`src/rtl/bcp_pkg.sv`:
```
// Shared widths, index typedefs and the scan state encoding for the BCP clause scanner.
package bcp_pkg;
  localparam int CLAUSE_NUM     = 7;
  localparam int CLAUSE_NUM_LOG = 3;
  localparam int VAR_NUM        = 7;
  localparam int VAR_NUM_LOG    = 3;

  typedef logic [CLAUSE_NUM_LOG-1:0] clause_idx_t;
  typedef logic [VAR_NUM_LOG-1:0]    var_idx_t;
  typedef logic [CLAUSE_NUM-1:0]     clause_mask_t;

  typedef enum logic [2:0] {IDLE, READ, LOAD, EMIT, DONE} scan_state_t;
endpackage

```
`src/rtl/clause_scan_if.sv`:
```
// Request (var_*) and clause-index (cl_*) handshakes of the clause scanner.
// Both follow valid/ready: a transfer happens on a clock edge where valid and ready are both high;
// the producer keeps valid and its payload stable until that edge.
interface clause_scan_if;
  logic                   var_valid;
  logic                   var_ready;
  bcp_pkg::var_idx_t      var_id;
  logic                   cl_valid;
  logic                   cl_ready;
  bcp_pkg::clause_idx_t   cl_idx;
  bcp_pkg::var_idx_t      cl_var;
  logic                   cl_last;

  modport master (
    output var_valid, var_id, cl_ready,
    input  var_ready, cl_valid, cl_idx, cl_var, cl_last
  );

  modport slave (
    input  var_valid, var_id, cl_ready,
    output var_ready, cl_valid, cl_idx, cl_var, cl_last
  );
endinterface

```
`src/rtl/lsb_index_enc.sv`:
```
// Combinational lowest-set-bit encoder with an exactly-one-bit-set flag.
module lsb_index_enc
  import bcp_pkg::*;
(
  input  clause_mask_t mask,
  output clause_idx_t  index,
  output logic         onehot_flag
);

  // Scan from the top down so the last hit is the lowest set bit.
  always_comb begin
    index = '0;
    for (int i = CLAUSE_NUM - 1; i >= 0; i--) begin
      if (mask[i]) index = clause_idx_t'(i);
    end
  end

  assign onehot_flag = (mask != '0) && ((mask & (mask - clause_mask_t'(1))) == '0);

endmodule

```
`src/rtl/clause_scan.sv`:
```
// Reads a variable's clause-occurrence row from clause_db and streams its set-bit indices in
// ascending order. Optional SCAN_SAT_FILTER_EN masks out already-satisfied clauses at load time.
module clause_scan
  import bcp_pkg::*;
(
  input  logic          clk,
  input  logic          rst,
  clause_scan_if.slave  bus,
`ifdef SCAN_SAT_FILTER_EN
  input  clause_mask_t  clause_sat_mask,
`endif
  output logic          clause_db_en,
  output logic          clause_db_write,
  output var_idx_t      clause_db_address,
  input  clause_mask_t  clause_db_out,
  output logic          scan_done,
  output logic          busy,
  output scan_state_t   dbg_state
);

  scan_state_t  state;
  var_idx_t     var_q;
  clause_mask_t mask_q;
  clause_mask_t loaded;
  clause_idx_t  low_idx;
  logic         low_onehot;
  logic         cl_valid_q;

  lsb_index_enc u_enc (
    .mask        (mask_q),
    .index       (low_idx),
    .onehot_flag (low_onehot)
  );

`ifdef SCAN_SAT_FILTER_EN
  assign loaded = clause_db_out & ~clause_sat_mask;
`else
  assign loaded = clause_db_out;
`endif

  always_ff @(posedge clk) begin
    if (rst) begin
      state        <= IDLE;
      var_q        <= '0;
      mask_q       <= '0;
      clause_db_en <= 1'b0;
      cl_valid_q   <= 1'b0;
      scan_done    <= 1'b0;
      busy         <= 1'b0;
    end else begin
      case (state)
        IDLE: begin
          if (bus.var_valid) begin
            var_q        <= bus.var_id;
            state        <= READ;
            clause_db_en <= 1'b1;
            busy         <= 1'b1;
          end
        end
        READ: begin
          state        <= LOAD;
          clause_db_en <= 1'b0;
        end
        // clause_db_out is only valid in this cycle; it clears once en has dropped.
        LOAD: begin
          mask_q <= loaded;
          if (loaded == '0) begin
            state     <= DONE;
            scan_done <= 1'b1;
          end else begin
            state      <= EMIT;
            cl_valid_q <= 1'b1;
          end
        end
        EMIT: begin
          if (bus.cl_ready) begin
            mask_q <= mask_q & (mask_q - clause_mask_t'(1));
            if (low_onehot) begin
              state      <= DONE;
              cl_valid_q <= 1'b0;
              scan_done  <= 1'b1;
            end
          end
        end
        DONE: begin
          state     <= IDLE;
          scan_done <= 1'b0;
          busy      <= 1'b0;
        end
        default: state <= IDLE;
      endcase
    end
  end

  assign bus.var_ready     = (state == IDLE);
  assign bus.cl_valid      = cl_valid_q;
  assign bus.cl_idx        = low_idx;
  assign bus.cl_var        = var_q;
  assign bus.cl_last       = low_onehot && (state == EMIT);
  assign clause_db_write   = 1'b0;
  assign clause_db_address = var_q;
  assign dbg_state         = state;

endmodule

```
`src/flat_wrapper.sv`:
```
// flat-port wrapper written by rule: the top's interface ports become plain ports
module clause_scan_flat import bcp_pkg::*;
  (clk, rst, clause_db_en, clause_db_write, clause_db_address, clause_db_out, scan_done, busy, dbg_state, bus_var_valid, bus_var_id, bus_cl_ready, bus_var_ready, bus_cl_valid, bus_cl_idx, bus_cl_var, bus_cl_last);
  clause_scan_if bus_i ();
  input  logic clk;
  input  logic rst;
  output logic clause_db_en;
  output logic clause_db_write;
  output var_idx_t clause_db_address;
  input  clause_mask_t clause_db_out;
  output logic scan_done;
  output logic busy;
  output scan_state_t dbg_state;
  input wire logic [$bits(bus_i.var_valid)-1:0] bus_var_valid;
  input wire logic [$bits(bus_i.var_id)-1:0] bus_var_id;
  input wire logic [$bits(bus_i.cl_ready)-1:0] bus_cl_ready;
  output wire logic [$bits(bus_i.var_ready)-1:0] bus_var_ready;
  output wire logic [$bits(bus_i.cl_valid)-1:0] bus_cl_valid;
  output wire logic [$bits(bus_i.cl_idx)-1:0] bus_cl_idx;
  output wire logic [$bits(bus_i.cl_var)-1:0] bus_cl_var;
  output wire logic [$bits(bus_i.cl_last)-1:0] bus_cl_last;
  assign bus_i.var_valid = bus_var_valid;
  assign bus_i.var_id = bus_var_id;
  assign bus_i.cl_ready = bus_cl_ready;
  assign bus_var_ready = bus_i.var_ready;
  assign bus_cl_valid = bus_i.cl_valid;
  assign bus_cl_idx = bus_i.cl_idx;
  assign bus_cl_var = bus_i.cl_var;
  assign bus_cl_last = bus_i.cl_last;
  clause_scan u_core (.clk(clk), .rst(rst), .bus(bus_i), .clause_db_en(clause_db_en), .clause_db_write(clause_db_write), .clause_db_address(clause_db_address), .clause_db_out(clause_db_out), .scan_done(scan_done), .busy(busy), .dbg_state(dbg_state));
endmodule
```
`config.mk`:
```
export PLATFORM = sky130hd
export DESIGN_NAME = clause_scan_flat
export DESIGN_NICKNAME = d
export VERILOG_FILES = /design/src/rtl/bcp_pkg.sv /design/src/rtl/clause_scan_if.sv /design/src/rtl/lsb_index_enc.sv /design/src/rtl/clause_scan.sv /design/src/flat_wrapper.sv
export SDC_FILE = /design/constraint.sdc
export NUM_CORES = 1
export LEC_CHECK = 0
export ABC_AREA = 1
export CORE_MARGIN = 8
export CORE_UTILIZATION = 44
export DETAILED_ROUTE_END_ITERATION = 6
export PLACE_DENSITY_LB_ADDON = 0.25
export SLEW_MARGIN = 0
export SYNTH_ARGS = -nofsm -noshare
export SYNTH_HDL_FRONTEND = slang
export SYNTH_SLANG_ARGS = --single-unit
```
`constraint.sdc`:
```
create_clock -name clk -period 1.5 [get_ports clk]
set_input_delay 0.225 -clock clk [delete_from_list [all_inputs] [get_ports clk]]
set_output_delay 0.225 -clock clk [all_outputs]
set_load 0.1 [all_outputs]
```
==> results of run 1 <==
==> worst min-delay path: stages <==
cell and delay (ns):
sky130_fd_sc_hd__clkdlybuf4s50_1 0.39, sky130_fd_sc_hd__nand3_1 0.08, sky130_fd_sc_hd__a21oi_1 0.06
==> repair_timing <==
item / CTS / global route
endpoints found under the setup margin: 10 / 11
hold buffers: 0 / 0
pin swaps: 8 / 8
resized for setup: 20 / 11
setup buffers: 10 / 2
==> worst paths after layout <==
path / slack, ns / cells after the start / end / startpoint
max reg2reg: -0.30 / 11 / u_core.mask_q[2] / u_core.mask_q[0]
min: 0.49 / 3 / u_core.bus.cl_var[0] / bus_var_id[0]
max: -0.33 / 8 / bus_cl_last / u_core.mask_q[0]
min reg2reg: 0.51 / 2 / u_core.clause_db_en / u_core.clause_db_en
==> per-layer routing <==
layer  GRT usage [%]  routed length, microns  vias to the layer above
li1                -                       -                      560
met1            19.4                    1500                      563
met2            29.1                    1730                       46
met3            5.38                     213                        8
met4            8.26                      78                        0
met5               0                       0                        -
==> cell usage after synthesis, drive strengths merged <==
cell / count / area (sq um)
o22ai: 4 / 31.3
clkbuf: 1 / 3.75
a21oi: 18 / 90.1
a311oi: 1 / 15.0
nand2: 35 / 136
inv: 19 / 71.3
nand3: 7 / 52.6
nor3: 4 / 31.3
or2: 1 / 6.26
o41ai: 1 / 8.76
nand3b: 1 / 7.51
o21ai: 8 / 43.8
dfxtp: 17 / 340
conb: 1 / 3.75
nor2: 17 / 66.3
buf: 6 / 48.8
==> registers in the layout, summed over array words and instances, names as in the netlist <==
| register | cells |
|---|---|
| u_core.mask_q | 7 |
| u_core.busy | 1 |
| u_core.scan_done | 1 |
| u_core.dbg_state | 3 |
| u_core.bus.cl_var | 3 |
| u_core.clause_db_en | 1 |
| u_core.bus.cl_valid | 1 |
==> area by class of cell <==
class                      count  area (sq um)  area share (%)
clock buffer                   3          22.5            1.25
clock inverter                 1          5.00           0.278
inverter                      19          71.3            3.96
multi-input combinational     98           593            33.0
sequential                    17           368            20.4
tap                           28          35.0            1.95
timing repair buffer          57           704            39.2
==> through the flow <==
stage | TNS (ns) | hold WS [ns] | cell area (sq um) | setup WS, ns | cells
global route | -2.52 | 0.497 | 1800 | -0.380 | 223
finish | -2.00 | 0.485 | 1800 | -0.330 | 223
floorplan | -2.68 | 0.301 | 1020 | -0.408 | 141
CTS | -1.08 | 0.487 | 1760 | -0.312 | 222
global placement | -0.320 | 0.474 | 1610 | -0.0801 | 209
detailed placement | -0.590 | 0.497 | 1610 | -0.142 | 209
==> cells by family (layout without fill, tap and decap cells) <==
family / after synthesis / count (layout)
other: 1 / 1
AOI/OAI and AO/OA: 32 / 32
buffers and inverters: 26 / 80
and+or+nand+nor: 65 / 65
DFF: 17 / 17
==> impl_metrics.tcl, run 1 <==
set metrics [dict create \
    run_status "complete, but fails checks" \
    violated_checks "negative setup slack" \
    area_growth_pct 88.0 \
    synth_compound_gate_area_share_pct 19.7 \
    worst_path_dominant_cell_family "simple AND/OR/NAND/NOR gates" \
    cts_buffers 3 \
    number_of_global_route_vias_before_repair 1232 \
    layout_commonest_cell "sky130_fd_sc_hd__nand2_1" \
    critPathSlowestCell "sky130_fd_sc_hd__dfxtp_2" \
    most-common-layout-cells "sky130_fd_sc_hd__nand2_1, sky130_fd_sc_hd__buf_4, sky130_fd_sc_hd__inv_1, sky130_fd_sc_hd__buf_12, sky130_fd_sc_hd__a21oi_1" \
    dp_hpwl_mm 2.33 \
    grt_first_pass_wirelength_mm 5.66 \
    max_cap_violations 0 \
    synth_xor_xnor_area_share_pct 0 \
    fillers 133 \
    std_cell_rows 17 \
    setup.worst_path.start_class "register" \
    floorplan.die_area_sq_um 3920 \
    synth.distinct_cells 25 \
    detail_route.iter0.violations 60 \
    critical_path_required_ns 1.27 \
    yosys-mux-area-fraction_pct 0 \
    timing.critical_path.fanout_max 5 \
    critical_path.cell_chain "nor2_4 > nand3_1 > nand2_1 > inv_1 > nor2_1 > nand2_2 > nor2_4 > buf_12" \
    cp.buffers_inverters 2 \
    final_core_utilization_pct 84.6 \
    worstPathArrival_ns 1.61 \
    finalClockSkew_ns 0.0115 \
    rsz_0062_raised_after_global_routing "yes" \
    syn_avg_cell_area_sq_um 6.79 \
    path_common_cell "sky130_fd_sc_hd__nor2_4" \
    coreArea_sq_um 2130 \
    postRouteWirelength_mm 3.53 \
    cts_root_buf "sky130_fd_sc_hd__clkbuf_4" \
    criticalPathCategory "reg -> out" \
    seq_area_frac_synth_pct 35.6 \
    synth_top_family_by_area "simple AND/OR/NAND/NOR gates" \
    detailroute.via_count 1177 \
    post_route_cells_drive_above_1_share_pct 45.6 \
    design.final.nets 210 \
    die_y_microns 62.6 \
    via_per_inst 5.28 \
    mappedNetlistNets 155 \
    final_max_slew_viol_count 0 \
    synthSimpleGateAreaFrac_pct 31.4 \
    cts_max_level 1 \
    cts.path.max_buffers 2 \
    ys.warnings.count 0 \
    worst_setup_slack_final_ns -0.330 \
    setup_violations 10 \
    postSynthRegisterBits 17 \
    worst_setup_hold_path_clk_slew_ns 0.11 \
    cts_tree "done" \
    final_min_period_over_clock_period_pct 122 \
    floorplan.initialDensity_pct 45.0 \
    track_usage_pct 17.3 \
    final_antenna_net_count 0 \
    ports_placed_on_the_boundary 33 \
    number_of_hold_violations_in_the_final_report 0 \
    number_of_detailed_route_iterations_in_the_first_pass 4 \
    cpPeakStageDelay_ns 0.37 \
    cell_count_after_synthesis 141 \
    grt.overflow.total 0 \
    diodes 0 \
    clock_latency_ns 0.31 \
    finalWorstPathRequiredPeriod_ns 1.83 \
    antenna_found_initial 0 \
    timing.fmax_ghz 0.546 \
    synth_adder_area_share_pct 0 \
    min-delay-path-class "in -> reg" \
    route.detailed.drc 0 \
    pin_count_of_the_biggest_net_entering_global_routing 13 \
    mappedNetlistArea_sq_um 957 \
    setup_crit_end_kind "output pin" \
    wire_per_inst_microns 15.8 \
    die_extent_in_x_microns 62.6 \
    cts.sink_count 17 \
    weighted_congestion_reported_at_the_end_of_routability_driven_placement 0.929 \
    port_buffers 31 \
]
Power of run 1 is left out: the tool's default activity adds up to more than one toggle a clock period on the data nets, which glitch-free logic cannot reach.
==> run 2: changes to the inputs <==
Settings changed: SKIP_LAST_GASP from default to 1.
==> run 2 against run 1 <==
The run still ends with negative setup slack left. Maximum frequency shrank 1.6%. Core utilization fell by 1.2 points. Via count shrank 0.59%. Hold slack improved by 0.0042 ns. Non-clock buffer count shrank 1. Register-to-register slack worse by 0.06 ns. Clock skew is 0.0018 ns lower. Critical path depth is 3 higher. Sequential share of layout area grew 0.29 points. Clock-buffer cell count unchanged. Global-route usage shrank 0.15 points. Critical endpoint is now u_core.mask_q[2]. Highest routed layer unchanged.
==> impl_metrics.tcl, run 2 (synthesized netlist as in run 1, its figures left out) <==
set metrics [dict create \
    cts_root_buf "sky130_fd_sc_hd__clkbuf_4" \
    timing.fmax_ghz 0.537 \
    most-common-layout-cells "sky130_fd_sc_hd__nand2_1, sky130_fd_sc_hd__buf_4, sky130_fd_sc_hd__inv_1, sky130_fd_sc_hd__buf_12, sky130_fd_sc_hd__a21oi_1" \
    worst_setup_slack_final_ns -0.361 \
    setup_crit_end_kind "register" \
    number_of_hold_violations_in_the_final_report 0 \
    antenna_found_initial 0 \
    grt_first_pass_wirelength_mm 5.60 \
    reg2reg_slack_ns -0.36 \
    worstPathArrival_ns 2.05 \
    layout_commonest_cell "sky130_fd_sc_hd__nand2_1" \
    cts_buffers 3 \
    final_antenna_net_count 0 \
    number_of_flip_flops_in_the_largest_register 7 \
    worst_setup_path_startpoint "u_core.mask_q[0]" \
    track_usage_pct 17.2 \
    setup_violations 10 \
    worstReg2RegEnd "u_core.mask_q[2]" \
    die_y_microns 62.6 \
    worst_setup_hold_path_clk_slew_ns 0.11 \
    fillers 137 \
    floorplan.die_area_sq_um 3920 \
    cts.path.max_buffers 2 \
    violated_checks "negative setup slack" \
    criticalPathCategory "reg -> reg" \
    diodes 0 \
    detailroute.via_count 1170 \
    fin_setup_tns_ns -1.51 \
    die_extent_in_x_microns 62.6 \
    design.final.nets 209 \
    dp_hpwl_mm 2.33 \
    cts.sink_count 17 \
    std_cell_rows 17 \
    cts_tree "done" \
    area_growth_pct 85.4 \
    weighted_congestion_reported_at_the_end_of_routability_driven_placement 0.929 \
    coreArea_sq_um 2130 \
    min-delay-path-class "in -> reg" \
    setup.worst_path.start_class "register" \
    critical_path_required_ns 1.69 \
    wire_per_inst_microns 15.5 \
    final_min_period_over_clock_period_pct 124 \
    via_per_inst 5.27 \
    finalWorstPathRequiredPeriod_ns 1.86 \
    clock_latency_ns 0.31 \
    ports_placed_on_the_boundary 33 \
    finalClockSkew_ns 0.00971 \
    grt.overflow.total 0 \
    register_area_sq_um 368 \
    cts_max_level 1 \
    final_max_slew_viol_count 0 \
    timing.critical_path.fanout_max 5 \
    number_of_global_route_vias_before_repair 1227 \
    max_cap_violations 0 \
    run_status "complete, but fails checks" \
    largest_register "u_core.mask_q" \
    postRouteWirelength_mm 3.43 \
    reg2reg_depth 11 \
    port_buffers 31 \
    pre_cts_ws_ns -0.142 \
    rsz_0062_raised_after_global_routing "yes" \
    endpoint "u_core.mask_q[2]" \
    number_of_detailed_route_iterations_in_the_first_pass 5 \
    route.detailed.drc 0 \
    r2r_start "u_core.mask_q[0]" \
    post_route_cells_drive_above_1_share_pct 44.8 \
    multi_input_area_sq_um 587 \
    floorplan.initialDensity_pct 45.0 \
    detail_route.iter0.violations 42 \
    pin_count_of_the_biggest_net_entering_global_routing 13 \
]
## run 2: changes by cell type in the layout (fill, tap and decap cells not counted)
cell                      before  now
sky130_fd_sc_hd__buf_6         5    2
sky130_fd_sc_hd__buf_4        21   23
sky130_fd_sc_hd__o22ai_1       2    3
sky130_fd_sc_hd__o22ai_2       2    1
## run 2: how the worst min path moves through the flow
stage                     startpoint                    to  slack, ns  cells past startpoint
finish                 bus_var_id[0]  u_core.bus.cl_var[0]       0.49                      3
global route           bus_var_id[2]  u_core.bus.cl_var[2]       0.50                      3
CTS                    bus_var_id[0]  u_core.bus.cl_var[0]       0.49                      3
detailed placement       u_core.busy           u_core.busy       0.50                      2
global placement    u_core.scan_done      u_core.scan_done       0.47                      2
floorplan                        rst      u_core.mask_q[1]       0.30                      1
## run 2: area by class of cell
type | instances | area share, %
Timing Repair Buffer | 56 | 38.6
Multi-Input combinational cell | 98 | 33.1
Sequential cell | 17 | 20.7
Inverter | 19 | 4.02
Tap cell | 28 | 1.97
Clock buffer | 3 | 1.27
Clock inverter | 1 | 0.282
## run 2: layer usage
metal	track usage [%]	vias to the layer above	part of all wire (%)
met5	0	-	0
met4	8.26	0	2.5
met3	5.38	10	6.2
met2	29.1	50	49
met1	19.0	551	42
li1	-	559	-
## run 2: worst max-delay path, cell delays in order, from the launching register on
cell,delay (ns)
sky130_fd_sc_hd__dfxtp_2,0.36
sky130_fd_sc_hd__nor2_4,0.19
sky130_fd_sc_hd__nor2_2,0.08
sky130_fd_sc_hd__buf_4,0.14
sky130_fd_sc_hd__buf_4,0.12
sky130_fd_sc_hd__buf_4,0.12
sky130_fd_sc_hd__buf_4,0.12
sky130_fd_sc_hd__buf_4,0.12
sky130_fd_sc_hd__buf_4,0.12
sky130_fd_sc_hd__buf_4,0.12
sky130_fd_sc_hd__o22ai_1,0.15
sky130_fd_sc_hd__a21oi_1,0.10
## run 2: repair_timing
item | 4_1_cts | 5_1_grt
pin swaps | 7 | 3
gates resized for setup | 18 | 8
setup buffers | 10 | 0
endpoints found under the setup margin | 10 | 11
hold buffers | 0 | 0
## run 2: metrics by stage
| stage | cell area (sq um) | utilization (%) | hold WS (ns) | instances |
|---|---|---|---|---|
| 2_1_floorplan | 1020 | - | 0.301 | 141 |
| 3_3_place_gp | 1610 | 75.5 | 0.474 | 209 |
| 3_5_place_dp | 1610 | 75.5 | 0.497 | 209 |
| 4_1_cts | 1750 | 82.4 | 0.487 | 222 |
| 5_1_grt | 1770 | 83.4 | 0.497 | 222 |
| 6_report | 1770 | 83.4 | 0.489 | 222 |
Power of run 2 is left out for the same reason.
==> run 3: changes to the inputs <==
Settings changed: CTS_CLUSTER_DIAMETER from default to 40.
==> results of run 3 <==
The final DEF is identical to that of run 2; final timing and power are the same.
Power of run 3 is left out for the same reason.
